File: config.mk
export PLATFORM = sky130hd
export DESIGN_NAME = riscv_cache_mem_arbiter
export DESIGN_NICKNAME = d
export VERILOG_FILES = /design/src/rtl/riscv_cache_mem_arbiter_pkg.sv /design/src/rtl/riscv_tag_fifo.sv /design/src/rtl/riscv_cache_mem_arbiter.sv
export SDC_FILE = /design/constraint.sdc
export NUM_CORES = 1
export LEC_CHECK = 0
export ABC_CLOCK_PERIOD_IN_PS = 3420
export CAP_MARGIN = 20
export CORE_AREA = 5 5 121 123
export DETAILED_ROUTE_END_ITERATION = 6
export DIE_AREA = 0 0 126 128
export GPL_TIMING_DRIVEN = 0
export MAX_ROUTING_LAYER = met4
export SKIP_CTS_REPAIR_TIMING = 1
export SLEW_MARGIN = 20
export SYNTH_ARGS = -nofsm -noshare
export SYNTH_HDL_FRONTEND = slang
export SYNTH_SLANG_ARGS = --single-unit
File: constraint.sdc
create_clock -name clk -period 3.42 [get_ports clk]
set_input_delay 0.342 -clock clk [delete_from_list [all_inputs] [get_ports clk]]
set_output_delay 0.342 -clock clk [all_outputs]
set_load 0.02 [all_outputs]
File: src/rtl/riscv_cache_mem_arbiter_pkg.sv
// Shared message layout, memory request types and port IDs for the
// icache/dcache to main-memory arbiter.
package riscv_cache_mem_arbiter_pkg;

    localparam int REQ_MSG_SZ  = 67;
    localparam int RESP_MSG_SZ = 35;

    // Request fields: type[66], addr[65:34], len[33:32], data[31:0]
    localparam int REQ_TYPE_BIT = 66;
    localparam int REQ_ADDR_LSB = 34;
    localparam int REQ_LEN_LSB  = 32;
    localparam int REQ_DATA_LSB = 0;

    // Response fields: type[34], len[33:32], data[31:0]
    localparam int RESP_TYPE_BIT = 34;
    localparam int RESP_LEN_LSB  = 32;
    localparam int RESP_DATA_LSB = 0;

    localparam logic MEM_TYPE_READ  = 1'b0;
    localparam logic MEM_TYPE_WRITE = 1'b1;

    typedef enum logic {
        PORT_ICACHE = 1'b0,
        PORT_DCACHE = 1'b1
    } port_id_e;

endpackage

File: src/rtl/riscv_tag_fifo.sv
// 1-bit-wide synchronous FIFO holding the port ID of each outstanding memory
// request; full/empty come from the registered count, so there is no bypass.
module riscv_tag_fifo #(
    parameter int DEPTH  = 4,
    parameter int PTR_SZ = 2
) (
    input  logic              clk,
    input  logic              reset,
    input  logic              enq_val,
    input  logic              enq_data,
    input  logic              deq_val,
    output logic              deq_data,
    output logic              full,
    output logic              empty,
    output logic [PTR_SZ:0]   count
);

    logic [DEPTH-1:0]  mem;
    logic [PTR_SZ-1:0] wr_ptr;
    logic [PTR_SZ-1:0] rd_ptr;
    logic              do_enq;
    logic              do_deq;

    assign full     = (count == (PTR_SZ+1)'(DEPTH));
    assign empty    = (count == '0);
    assign do_enq   = enq_val && !full;
    assign do_deq   = deq_val && !empty;
    assign deq_data = mem[rd_ptr];

    // NOTE: non-blocking assignments keep every flop sampling pre-edge values.
    always_ff @(posedge clk) begin
        if (reset) begin
            wr_ptr <= '0;
            rd_ptr <= '0;
            count  <= '0;
        end else begin
            // Pointers wrap for free because DEPTH is a power of two.
            if (do_enq) wr_ptr <= wr_ptr + 1'b1;
            if (do_deq) rd_ptr <= rd_ptr + 1'b1;
            count <= count + (PTR_SZ+1)'(do_enq) - (PTR_SZ+1)'(do_deq);
        end
    end

    // NOTE: storage is not reset; the count gates every read of a stale entry.
    always_ff @(posedge clk) begin
        if (do_enq) mem[wr_ptr] <= enq_data;
    end

endmodule

File: src/rtl/riscv_cache_mem_arbiter.sv
// Round-robin merge of icache/dcache request streams onto one memory port,
// with in-order responses steered back by a grant-tag FIFO.
module riscv_cache_mem_arbiter
    import riscv_cache_mem_arbiter_pkg::*;
#(
    parameter int TAG_DEPTH  = 4,
    parameter int TAG_PTR_SZ = 2
) (
    input  logic                    clk,
    input  logic                    reset,

    input  logic                    req0_val,
    output logic                    req0_rdy,
    input  logic [REQ_MSG_SZ-1:0]   req0_msg,
    output logic                    resp0_val,
    input  logic                    resp0_rdy,
    output logic [RESP_MSG_SZ-1:0]  resp0_msg,

    input  logic                    req1_val,
    output logic                    req1_rdy,
    input  logic [REQ_MSG_SZ-1:0]   req1_msg,
    output logic                    resp1_val,
    input  logic                    resp1_rdy,
    output logic [RESP_MSG_SZ-1:0]  resp1_msg,

    output logic                    memreq_val,
    input  logic                    memreq_rdy,
    output logic [REQ_MSG_SZ-1:0]   memreq_msg,
    input  logic                    memresp_val,
    output logic                    memresp_rdy,
    input  logic [RESP_MSG_SZ-1:0]  memresp_msg,

    output logic [TAG_PTR_SZ:0]     outstanding
);

    port_id_e prio;
    port_id_e grant;
    logic     fifo_full;
    logic     fifo_empty;
    logic     head_tag;
    logic     can_issue;
    logic     req_fire;
    logic     resp_fire;
    logic     head_is_dcache;

    // NOTE: default first so no path through this block can infer a latch.
    always_comb begin
        grant = PORT_ICACHE;
        if (req0_val && req1_val) grant = prio;
        else if (req1_val)        grant = PORT_DCACHE;
    end

    // Request side depends only on req_* and registered FIFO state.
    assign can_issue  = memreq_rdy && !fifo_full;
    assign memreq_val = (req0_val || req1_val) && !fifo_full;
    assign memreq_msg = (grant == PORT_DCACHE) ? req1_msg : req0_msg;
    assign req0_rdy   = can_issue && req0_val && (grant == PORT_ICACHE);
    assign req1_rdy   = can_issue && req1_val && (grant == PORT_DCACHE);
    assign req_fire   = memreq_val && memreq_rdy;

    always_ff @(posedge clk) begin
        if (reset)         prio <= PORT_ICACHE;
        else if (req_fire) prio <= (grant == PORT_ICACHE) ? PORT_DCACHE : PORT_ICACHE;
    end

    // Response side: the head tag names the cache that issued the oldest request.
    assign head_is_dcache = (head_tag == PORT_DCACHE);
    assign resp0_val   = memresp_val && !fifo_empty && !head_is_dcache;
    assign resp1_val   = memresp_val && !fifo_empty &&  head_is_dcache;
    assign resp0_msg   = memresp_msg;
    assign resp1_msg   = memresp_msg;
    assign memresp_rdy = !fifo_empty && (head_is_dcache ? resp1_rdy : resp0_rdy);
    assign resp_fire   = memresp_val && memresp_rdy;

    riscv_tag_fifo #(
        .DEPTH  (TAG_DEPTH),
        .PTR_SZ (TAG_PTR_SZ)
    ) u_tag_fifo (
        .clk      (clk),
        .reset    (reset),
        .enq_val  (req_fire),
        .enq_data (grant),
        .deq_val  (resp_fire),
        .deq_data (head_tag),
        .full     (fifo_full),
        .empty    (fifo_empty),
        .count    (outstanding)
    );

endmodule

==> results.sh <==
export IMPL_placement_io_buffers=286
export IMPL_cap_viol_max_count=0
export IMPL_number_of_fill_cells_in_the_layout=1373
export IMPL_firstDrtPassIters=6
export IMPL_critical_path_slowest_cell="sky130_fd_sc_hd__clkdlybuf4s50_1"
export IMPL_timing_critical_path_from="req0_val"
export IMPL_critical_path_cell_by_cell="clkdlybuf4s50_1 -> inv_2 -> o21ai_2 -> buf_2 -> mux2_1 -> clkdlybuf4s50_1"
export IMPL_fin_nets=686
export IMPL_worst_path_largest_cell_delay_ps=580
export IMPL_multiInputGateArea_sq_mm=0.00113
export IMPL_first_global_vias=2890
export IMPL_synth_main_ff_cell="sky130_fd_sc_hd__dfxtp_1"
export IMPL_clock_skew_final_ps=0.632
export IMPL_tritoncts="built"
export IMPL_die_area_sq_mm=0.0161
export IMPL_detailed_place_hpwl_mm=10.4
export IMPL_post_synth_top_area_fraction_pct=37.7
export IMPL_dr_total_vias=2584
export IMPL_area_delta_synth_final_pct=159
export IMPL_placeableCoreArea_sq_mm=0.0136
export IMPL_netlist_top_cell_by_area="sky130_fd_sc_hd__mux2_1"
export IMPL_postSynth_asyncResetShare_pct=0
export IMPL_synth_edff_count=4
export IMPL_syn_inst=211
export IMPL_grt_pass1_wl_mm=16.1
export IMPL_gp_congestion=0.857
export IMPL_die_width_um=126
export IMPL_regArea_sq_um=280
export IMPL_placementRows=43
export IMPL_busiest_layer="met2"
export IMPL_antenna_found_initial=3
export IMPL_final_area_sq_mm=0.00518
export IMPL_gr_usage_all_layers_pct=13.2
export IMPL_r2r_setup_slack_ps=780
export IMPL_max_freq_ghz=0.340
export IMPL_timing_rr_start="u_tag_fifo.rd_ptr[0]"
export IMPL_insertion_delay_ps=240
export IMPL_run_status="complete, no violations"
export IMPL_path_class="input port to output pin"
export IMPL_finish_cell_count_without_fillers=684
export IMPL_syn_mean_instance_area_sq_um=9.49
export IMPL_max_clock_path_buffers=2
export IMPL_wirelength_mm=11.4
export IMPL_totalPowerFinal_w=0.00150
export IMPL_clock_tree_root_cell="sky130_fd_sc_hd__clkbuf_16"
export IMPL_power_ir_vdd_worst_uv=162
export IMPL_clock_tree_htree_level_count=1
export IMPL_power_density_mw_per_mm2=289
export IMPL_layout_drive_gt1_share_pct=17.2
export IMPL_dp_worst_setup_slack_ps=138
export IMPL_setup_repair_after_global_routing_missed_its_margin="no"
export IMPL_report_final_hold_viol_count=0
export IMPL_timing_final_max_slew_violations=0
export IMPL_grt_start_max_net_pins=11
export IMPL_clkSinkCount=12
export IMPL_grt_util_met3_pct=5.42
export IMPL_crit_path_start_kind="input port"
export IMPL_finalWorstPathRequiredPeriod_ps=2940
export IMPL_hold_path_class="input port to flop"
export IMPL_number_of_cell_instances_on_the_worst_register_to_register_path=10
export IMPL_worst_max_slew_pin_slew_ps=586
export IMPL_seq_area_frac_synth_pct=14.0
export IMPL_cp_max_fo=10
export IMPL_leakagePower_nw=2.07
export IMPL_grt_overflow_total=0
export IMPL_arrival_ps=2600
export IMPL_post_route_worst_setup_slack_ps=479
export IMPL_routed_via_density=3.78
export IMPL_groute_layer_met2_usage_pct=22.8
export IMPL_ys_warnings_count=0
export IMPL_syn_area_sq_mm=0.00200
export IMPL_timing_rr_end="u_tag_fifo.count[2]"
export IMPL_synth_cell_types=27
export IMPL_top_level_ports=323
export IMPL_routedWlPerCell_um=16.6
export IMPL_register_clock_pin_slew_on_the_reported_worst_setup_and_hold_paths_ps=40
export IMPL_critical_path_required_ps=3080
export IMPL_endpoint_kind="output pin"
export IMPL_synth_ff_latch_count=12
export IMPL_global_routing_usage_on_met1_pct=13.7
export IMPL_detailedRoute_firstIterationViolations=48
export IMPL_critical_path_endpoint="memreq_msg[64]"
export IMPL_antenna_left=0
export IMPL_net_count_of_the_mapped_netlist=395
export IMPL_slew_headroom_pct=60.5
export IMPL_final_period_utilization_pct=86.0
export IMPL_placed_area_sq_mm=0.00509
export IMPL_setup_total_negative_slack_ps=0
export IMPL_setup_violations=0
export IMPL_placedCellCount=677
export IMPL_synth_top_cells_by_area="sky130_fd_sc_hd__mux2_1 38%, sky130_fd_sc_hd__buf_4 26%, sky130_fd_sc_hd__dfxtp_1 8.0%"
export IMPL_die_h_um=128
export IMPL_floorplan_initialDensity_pct=14.8
export IMPL_drc=0
export IMPL_crit_top_cell="sky130_fd_sc_hd__clkdlybuf4s50_1"
export IMPL_numCtsBuffers=3
## worst max-delay path: cells and delay by family
family | cells | cell delay, ps
AO/OA/AOI/OAI | 1 | 340
buffers and inverters | 4 | 1530
multiplexers | 1 | 390
## final cells by class
| class | instances | share of cell area (%) |
|---|---|---|
| Tap cell | 180 | 4.35 |
| Sequential cell | 12 | 5.41 |
| Buffer | 78 | 10.9 |
| Multi-Input combinational cell | 113 | 21.8 |
| Timing Repair Buffer | 286 | 55.3 |
| Inverter | 8 | 0.580 |
| Clock buffer | 3 | 1.45 |
| Antenna cell | 3 | 0.145 |
| Clock inverter | 1 | 0.0725 |
## metal layers
metal / vias to the layer above / routed length (um)
li1: 1236 / -
met1: 1177 / 3910
met2: 156 / 5890
met3: 15 / 1310
met4: 0 / 267
met5: - / 0
## synth_stat cells, types with 3 or more instances
library cell / instances
sky130_fd_sc_hd__buf_4: 70
sky130_fd_sc_hd__dfxtp_1: 8
sky130_fd_sc_hd__ha_1: 6
sky130_fd_sc_hd__edfxtp_1: 4
sky130_fd_sc_hd__nor2b_1: 3
sky130_fd_sc_hd__a21oi_1: 4
sky130_fd_sc_hd__mux2_1: 67
sky130_fd_sc_hd__nor2_1: 10
sky130_fd_sc_hd__xnor2_1: 3
sky130_fd_sc_hd__buf_2: 7
sky130_fd_sc_hd__inv_1: 6
sky130_fd_sc_hd__and2_1: 4
## how the worst min path moves through the flow
| stage | startpoint | end | slack (ps) | cells past startpoint |
|---|---|---|---|---|
| 2_1_floorplan | prio | prio | 450 | 1 |
| 3_3_place_gp | prio | prio | 460 | 1 |
| 3_5_place_dp | prio | prio | 470 | 1 |
| 4_1_cts | prio | prio | 480 | 1 |
| 5_1_grt | reset | u_tag_fifo.count[1] | 530 | 2 |
| 6_report | reset | u_tag_fifo.count[1] | 480 | 2 |
## sequential cells by signal, summed over array words and instances, names as in the netlist
name and flops:
prio 1, u_tag_fifo.wr_ptr 2, u_tag_fifo.mem 4, u_tag_fifo.count 3, u_tag_fifo.rd_ptr 2
## power breakdown
part           internal, W  switching (W)  total (W)
clock             0.000154      0.0000586   0.000212
sequential        0.000181      0.0000472   0.000228
combinational     0.000599       0.000458    0.00106
## kinds of logic (layout without fill, tap and decap cells)
kind of cell	count (synthesis)	count (layout)	synth area share [%]
xor+xnor	4	4	1.75
flops	12	12	14.0
other cells	0	3	0
buf+inv	86	376	29.7
simple gates	21	21	5.25
fa+ha+maj	7	7	4.75
compound gates	10	10	3.63
mux	71	71	40.9
## per-stage QoR
| step | utilization [%] | hold slack [ps] |
|---|---|---|
| 3_5_place_dp | 37.5 | 470 |
| 4_1_cts | 38.1 | 477 |
| 3_3_place_gp | 37.5 | 464 |
| 5_1_grt | 38.2 | 532 |
| 2_1_floorplan | - | 449 |
| 6_report | 38.2 | 480 |
## cells in the final DEF, fill, tap and decap left out, types with 2 or more instances in the layout
cell,count
sky130_fd_sc_hd__a21oi_1,4
sky130_fd_sc_hd__and2_1,4
sky130_fd_sc_hd__buf_2,7
sky130_fd_sc_hd__buf_4,70
sky130_fd_sc_hd__clkbuf_16,3
sky130_fd_sc_hd__clkdlybuf4s50_1,286
sky130_fd_sc_hd__dfxtp_1,8
sky130_fd_sc_hd__diode_2,3
sky130_fd_sc_hd__edfxtp_1,4
sky130_fd_sc_hd__ha_1,6
sky130_fd_sc_hd__inv_1,6
sky130_fd_sc_hd__inv_2,2
sky130_fd_sc_hd__mux2_1,67
sky130_fd_sc_hd__mux2i_1,2
sky130_fd_sc_hd__nand2b_1,2
sky130_fd_sc_hd__nor2_1,10
sky130_fd_sc_hd__nor2b_1,3
sky130_fd_sc_hd__o311ai_0,2
sky130_fd_sc_hd__xnor2_1,3
(Power assumes the default switching activity.)
